**src/rtl/uart_rx_fifo_param.sv**
```systemverilog
// uart_rx_fifo_param: UART receive buffer with FIFO/bypass modes, level/threshold status and sticky overflow
module uart_rx_fifo_param #(
  parameter int DATA_W = 12,
  parameter int DEPTH  = 32,
  parameter int PTR_W  = $clog2(DEPTH)
) (
  input  logic              clk_i,
  input  logic              rst_ni,
  input  logic              en_i,
  input  logic              fifo_en_i,
  input  logic              flush_i,
  input  logic              wr_valid_i,
  input  logic [DATA_W-1:0] wr_data_i,
  input  logic              rd_req_i,
  input  logic [PTR_W:0]    rx_thresh_i,
  input  logic              ovf_clr_i,
  output logic [DATA_W-1:0] rd_data_o,
  output logic              rd_valid_o,
  output logic [PTR_W:0]    level_o,
  output logic              empty_o,
  output logic              full_o,
  output logic              thresh_o,
  output logic              overflow_o
);
  localparam int LW = PTR_W + 1;
  logic [LW-1:0] wr_ptr, rd_ptr;
  logic [DATA_W-1:0] mem [DEPTH];
  logic [DATA_W-1:0] hold;
  logic occ, mode_q, clear, act, rd_ok, wr_ok, ovf_set;
  // status is derived from registered state only; bypass reuses the same full/empty rules with capacity 1
  always_comb begin
    level_o   = mode_q ? wr_ptr - rd_ptr : {{PTR_W{1'b0}}, occ};
    empty_o   = level_o == '0;
    full_o    = mode_q ? level_o == LW'(DEPTH) : occ;
    thresh_o  = rx_thresh_i != '0 && level_o >= rx_thresh_i;
    clear     = flush_i || fifo_en_i != mode_q;
    act       = en_i && !clear;
    rd_ok     = act && rd_req_i && !empty_o;
    wr_ok     = act && wr_valid_i && (!full_o || rd_ok);
    ovf_set   = act && wr_valid_i && full_o && !rd_ok;
  end
  // storage array, intentionally not reset
  always_ff @(posedge clk_i) begin
    if (wr_ok && mode_q) mem[wr_ptr[PTR_W-1:0]] <= wr_data_i;
  end
  // pointers, holding register, read port and sticky overflow
  always_ff @(posedge clk_i or negedge rst_ni) begin
    if (!rst_ni) begin
      wr_ptr     <= '0;
      rd_ptr     <= '0;
      hold       <= '0;
      occ        <= 1'b0;
      mode_q     <= 1'b1;
      rd_data_o  <= '0;
      rd_valid_o <= 1'b0;
      overflow_o <= 1'b0;
    end else if (en_i) begin
      mode_q     <= fifo_en_i;
      rd_valid_o <= rd_ok;
      wr_ptr     <= clear ? '0 : wr_ptr + LW'(wr_ok && mode_q);
      rd_ptr     <= clear ? '0 : rd_ptr + LW'(rd_ok && mode_q);
      occ        <= !clear && !mode_q && (wr_ok || (occ && !rd_ok));
      if (rd_ok) rd_data_o <= mode_q ? mem[rd_ptr[PTR_W-1:0]] : hold;
      if (wr_ok && !mode_q) hold <= wr_data_i;
      overflow_o <= ovf_set || (overflow_o && !ovf_clr_i);
    end else begin
      rd_valid_o <= 1'b0;
    end
  end
endmodule

```
**config.mk**
```make
export PLATFORM = sky130hd
export DESIGN_NAME = uart_rx_fifo_param
export DESIGN_NICKNAME = d
export VERILOG_FILES = /design/src/rtl/uart_rx_fifo_param.sv
export SDC_FILE = /design/constraint.sdc
export NUM_CORES = 1
export LEC_CHECK = 0
export ABC_CLOCK_PERIOD_IN_PS = 7700
export BUFFER_PORTS_ARGS = -buffer_cell sky130_fd_sc_hd__buf_2
export CAP_MARGIN = 20
export CELL_PAD_IN_SITES_DETAIL_PLACEMENT = 2
export CELL_PAD_IN_SITES_GLOBAL_PLACEMENT = 2
export CORE_AREA = 2 2 224 226
export DETAILED_ROUTE_END_ITERATION = 8
export DIE_AREA = 0 0 226 228
export PLACE_DENSITY = 0.6
export SYNTH_ARGS = -nofsm -noshare
export SYNTH_HDL_FRONTEND = slang
export SYNTH_SLANG_ARGS = --single-unit
```
**constraint.sdc**
```tcl
create_clock -name clk_i -period 7.7 [get_ports clk_i]
set_clock_uncertainty 0.05 [all_clocks]
set_input_delay 1.155 -clock clk_i [delete_from_list [all_inputs] [get_ports clk_i]]
set_output_delay 1.155 -clock clk_i [all_outputs]
set_load 0.05 [all_outputs]
```
# Word level (Yosys, flattened, before mapping)
# Memories as Yosys holds them, arrays and structs flattened.
# Index checks and enable logic that the tools add are counted.
# op_classes
mux	8
magnitude_cmp	1
eq_ne	2
addsub	3
n_reduce_logical	29
# op_table
operator	n
$mux 6	3
$logic_and 1x1->1	15
$add 6x1->6	2
$mux 12	1
$eq 6x6->1 const B	1
$ge 6x6->1	1
$logic_not 1->1	6
$logic_not 6->1	1
$reduce_bool 6->1	1
$sub 6x6->6	1
$logic_or 1x1->1	4
$mux 1	4
$reduce_and 2->1	2
$ne 1x1->1	1
# word_totals
reg_bits	40
ramBits	384
mem_count	1
inputBits	26
# memory_table
name	words	word_bits	rd	rd_clocked_by_memory_dff	wr	line	rtl
mem	32	12	1	0	1	27	logic [DATA_W-1:0] mem [DEPTH];

# Longest topological paths before layout
# logic_depth
word_depth	11
depth_mapped	17

# Least setup slack after synthesis
# OpenSTA, ideal clock, no wires.
# synth_path
path_type	register to output
from	register rd_ptr[1]
to	output thresh_o
path_buffers	2
stages_incl_launch_ff	13
t_arrival_ps	3474
slack_ps	3021
t_required_ps	6495
cell_sequence	dfrtp_1 buf_2 buf_1 inv_1 ha_1 nor2b_1 o2111a_1 or3_1 nand3_1 inv_1 ha_1 o32ai_1 a21oi_1
# synth_between
elab_chain_len	4
# synth_rtl
item	line	rtl
from (decl)	26	logic [LW-1:0] wr_ptr, rd_ptr;
from (signal assigned)	61	rd_ptr <= clear ? '0 : rd_ptr + LW'(rd_ok && mode_q);
$sub 6x6->6	32	level_o = mode_q ? wr_ptr - rd_ptr : {{PTR_W{1'b0}}, occ};
$mux 6	32	
net level_o[5]	19	output logic [PTR_W:0] level_o,
$ge 6x6->1	35	thresh_o = rx_thresh_i != '0 && level_o >= rx_thresh_i;
$logic_and 1x1->1	35	
to (decl)	22	output logic thresh_o,
# The timed path passes the listed nets, and every way through them passes these cells.

# Worst setup path after layout
# layout_path
from	register rd_ptr[2]
to	output thresh_o
# layout_between
elab_chain_len	4
# layout_rtl
item	line
$sub 6x6->6	32
$mux 6	32
$ge 6x6->1	35
$logic_and 1x1->1	35
# Every way passes these cells.

==> key figures <==
Power and ir drop
  – Cell Int Power: 3930 µW
  – Clock Power Share: 43.8%
  – Pwr per Cell Area: 258 mW/mm²
  – Pleak: 0.00633 µW
  – Net Switching: roughly 1100 µW
  – Part of the power in combinational logic: 5.4%
  – Maximum vdd ir drop: approximately 0.13 mV
  – Switching Share: 22.6%
  – Sequential share of power: between 50% and 60%

Critical path
  – CP max stage delay: about 0.64 ns
  – WP data arrival: approximately 3.8 ns
  – CP Capture Type: primary output
  – Slowest cell on crit path: dfrtp_1
  – CP max FO: 12
  – Worst EP required: between 6 and 7 ns
  – Crit path cell chain: clkinv_1 -> ha_1 -> nor2b_1 -> a221oi_2 -> xnor2_1 -> and2_1 -> ha_1 -> nor2b_1 -> o21ai_0 -> a21oi_1 -> buf_2
  – Buf/Inv on CP: 2
  – Worst setup SP type: flop
  – CP top delay family: adder cells
  – Critical path type: reg -> out

Yosys
  – Mapped cell area: roughly 0.017 mm²
  – Synthesized area per cell: slightly below 20 µm²
  – Seq/Total Area, Yosys: 73.6%
  – Area leader, netlist: edfxtp_1
  – Post-synth top area share: between 60 and 70%
  – Ranking of synthesized cells by area: edfxtp_1 68%, mux4_2 12%, dfrtp_1 5.7%, o22ai_1 1.7%, ha_1 1.1%
  – Mapped Nets: approximately 920
  – Seq cells post-synth: roughly 420
  – Post-synth EDFFs: ~380
  – Ys Warns: 0
  – Ys async rst share: under 10%
  – Post-Synthesis Cells: ~870
  – Post-synth cell types: 54
  – Most used DFF post-synth: edfxtp_1

Die
  – Die Footprint: between 0.05 and 0.06 mm²
  – # IOs: between 40 and 50
  – Initial Util: 34.5%
  – Core Box Area: 0.0493 mm²
  – Number of placement rows: 82
  – Die Width: between 200 and 250 µm
  – Die Y-Extent: around 230 µm

Clock tree
  – CTS clk-pin slew, worst paths: about 0.06 ns
  – Number of CTS-inserted buffers: 46
  – CTS root buffer: clkbuf_16
  – Worst skew pair latency: approximately 0.59 ns
  – Hold_buf cts: 0
  – Clock sink count: 424
  – H-tree levels: 2
  – Post_cts resized: 0
  – Setup bufs post-CTS: 0
  – CTS tree: yes
  – Max Root-Sink Buffers: 3

Layout
  – Share of layout cells above drive strength 1: slightly below 30%
  – Fillcell total: around 4700
  – Inserted Diodes: 0
  – Finished Layout Cells: 1664
  – Most frequent cells in the layout: 384 x edfxtp_1, 90 x mux4_2, 48 x buf_2
  – Final #Nets: ~1000
  – P&R area growth vs syn: 15.6%
  – Most common cell after layout, fill and taps aside: edfxtp_1

STA
  – Setup TNS: 0 ns
  – Final Hold Vio Count: 0
  – Fin crit share: 64.5%
  – Fmax achieved: approximately 200 MHz
  – RSZ-0062 raised after global routing: false
  – Setup Viol. Count Final: 0
  – Min Tclk post-route: 4.96 ns
  – Worst-margin pin slew: between 0.9 and 1 ns
  – Final-report max-slew violation count: 0
  – Final setup margin: about 2.7 ns
  – Max_slew headroom: 37.6%

Min path
  – Hold Path Class: reg -> reg

GRT
  – GRT Total Usage: a little under a fifth
  – Initial antenna violation count: 0
  – Largest net degree at the start of global routing: 60
  – Vias in the first global route: ~9700
  – First-pass GRT wire length: 69.1 mm
  – GRT overflow: 0

Drt
  – DR vias/cell: between 5 and 6
  – Post-route ant nets: 0
  – DRC: 0
  – Routed length per instance: 28.3 µm
  – Drt total wl: between 40 and 50 mm
  – Via count: 8915
  – Initial DRC Count: 628
  – First-pass detailed-route iteration total: 5

Placement
  – # port buffers: 48
  – Routability cong.: about 0.8
  – DP HPWL: between 20 and 30 mm
  – Placed Cells: ~1600
  – Setup WS pre-CTS: approximately 3 ns

Run status
  – Status: complete, no violations

Job
  – Max-cap viol count: 0
## cells by family (layout without fill, tap and decap cells)
logic type	Yosys count	after routing	share of synthesized area, %
flip-flops	424	424	73.6
AND/OR/NAND/NOR	137	137	4.04
multiplexers	110	110	13.8
AO/OA/AOI/OAI	102	102	4.43
buffers and inverters	79	198	2.56
adder cells (fa/ha/maj)	16	16	1.22
XOR/XNOR	5	5	0.257
## layout make-up
class / instances / area [µm²] / share of cell area [%]
Sequential cell: 424 / 12500 / 63.8
Clock buffer: 62 / 1230 / 6.27
Inverter: 30 / 113 / 0.573
Clock inverter: 22 / 264 / 1.34
Timing Repair Buffer: 84 / 528 / 2.68
Multi-Input combinational cell: 370 / 4150 / 21.1
Tap cell: 672 / 841 / 4.28
## flip-flops by register name, indices dropped and copies added (netlist names)
signal / count
mem: 384
hold: 12
rd_data_o: 12
rd_ptr: 6
wr_ptr: 6
mode_q: 1
occ: 1
overflow_o: 1
rd_valid_o: 1
## worst reg2reg max path: stages (launching register included)
cell,delay (ns)
dfrtp_1,0.68
inv_1,0.29
ha_1,0.32
fa_1,0.41
xnor2_1,0.17
nor4_1,0.25
mux2i_1,0.14
or2_1,0.36
o21ai_4,0.63
inv_1,0.11
ha_1,0.23
and3_1,0.22
and3_1,0.20
o21ai_0,0.18
nand2_1,0.08
o21ai_0,0.08
## power by group through the flow
stage / combinational (µW) / clock (µW) / sequential (µW)
4_1_cts: 280 / 2280 / 2590
3_5_place_dp: 279 / 0 / 2630
5_1_grt: 295 / 2360 / 2590
3_3_place_gp: 271 / 0 / 2630
6_report: 273 / 2230 / 2580
2_1_floorplan: 94.1 / 0 / 2710
## path summary, 6_finish.rpt
kind                            from    endpoint  slack, ns  cells after the start
max                        rd_ptr[2]    thresh_o       2.74                     11
min                          hold[5]     hold[5]       0.46                      1
max reg2reg                wr_ptr[0]   wr_ptr[5]       3.24                     15
min reg2reg                  hold[5]     hold[5]       0.46                      1
max in group asynchronous     rst_ni   rd_ptr[1]       6.25                      1
min in group asynchronous     rst_ni  overflow_o       0.66                      1
## metal layers
metal	global-route usage (%)	wire length, µm
met1	26.1	21100
met4	7.55	1720
met3	2.58	1820
met2	29.3	22500
met5	0	0
## cell usage after synthesis, drive strengths merged, types with 8 or more instances
library cell and instances:
buf 32, a221oi 13, mux4 97, or4 12, nand2 31, dfrtp 39
edfxtp 384, mux2 12, clkbuf 17, nor2 36, o22ai 46, o21ai 26
nand3 14, and3 8, ha 15, inv 29, nor4 12
## through the flow
stage	power (µW)	util [%]	instance area [µm²]	hold slack (ns)
2_1_floorplan	2800	-	17000	0.423
3_3_place_gp	2900	36.6	18100	0.439
3_5_place_dp	2910	36.6	18100	0.449
4_1_cts	5150	39.6	19600	0.464
5_1_grt	5240	39.9	19700	0.470
6_report	5080	39.9	19700	0.461
Power figures use the tool's default switching activity.
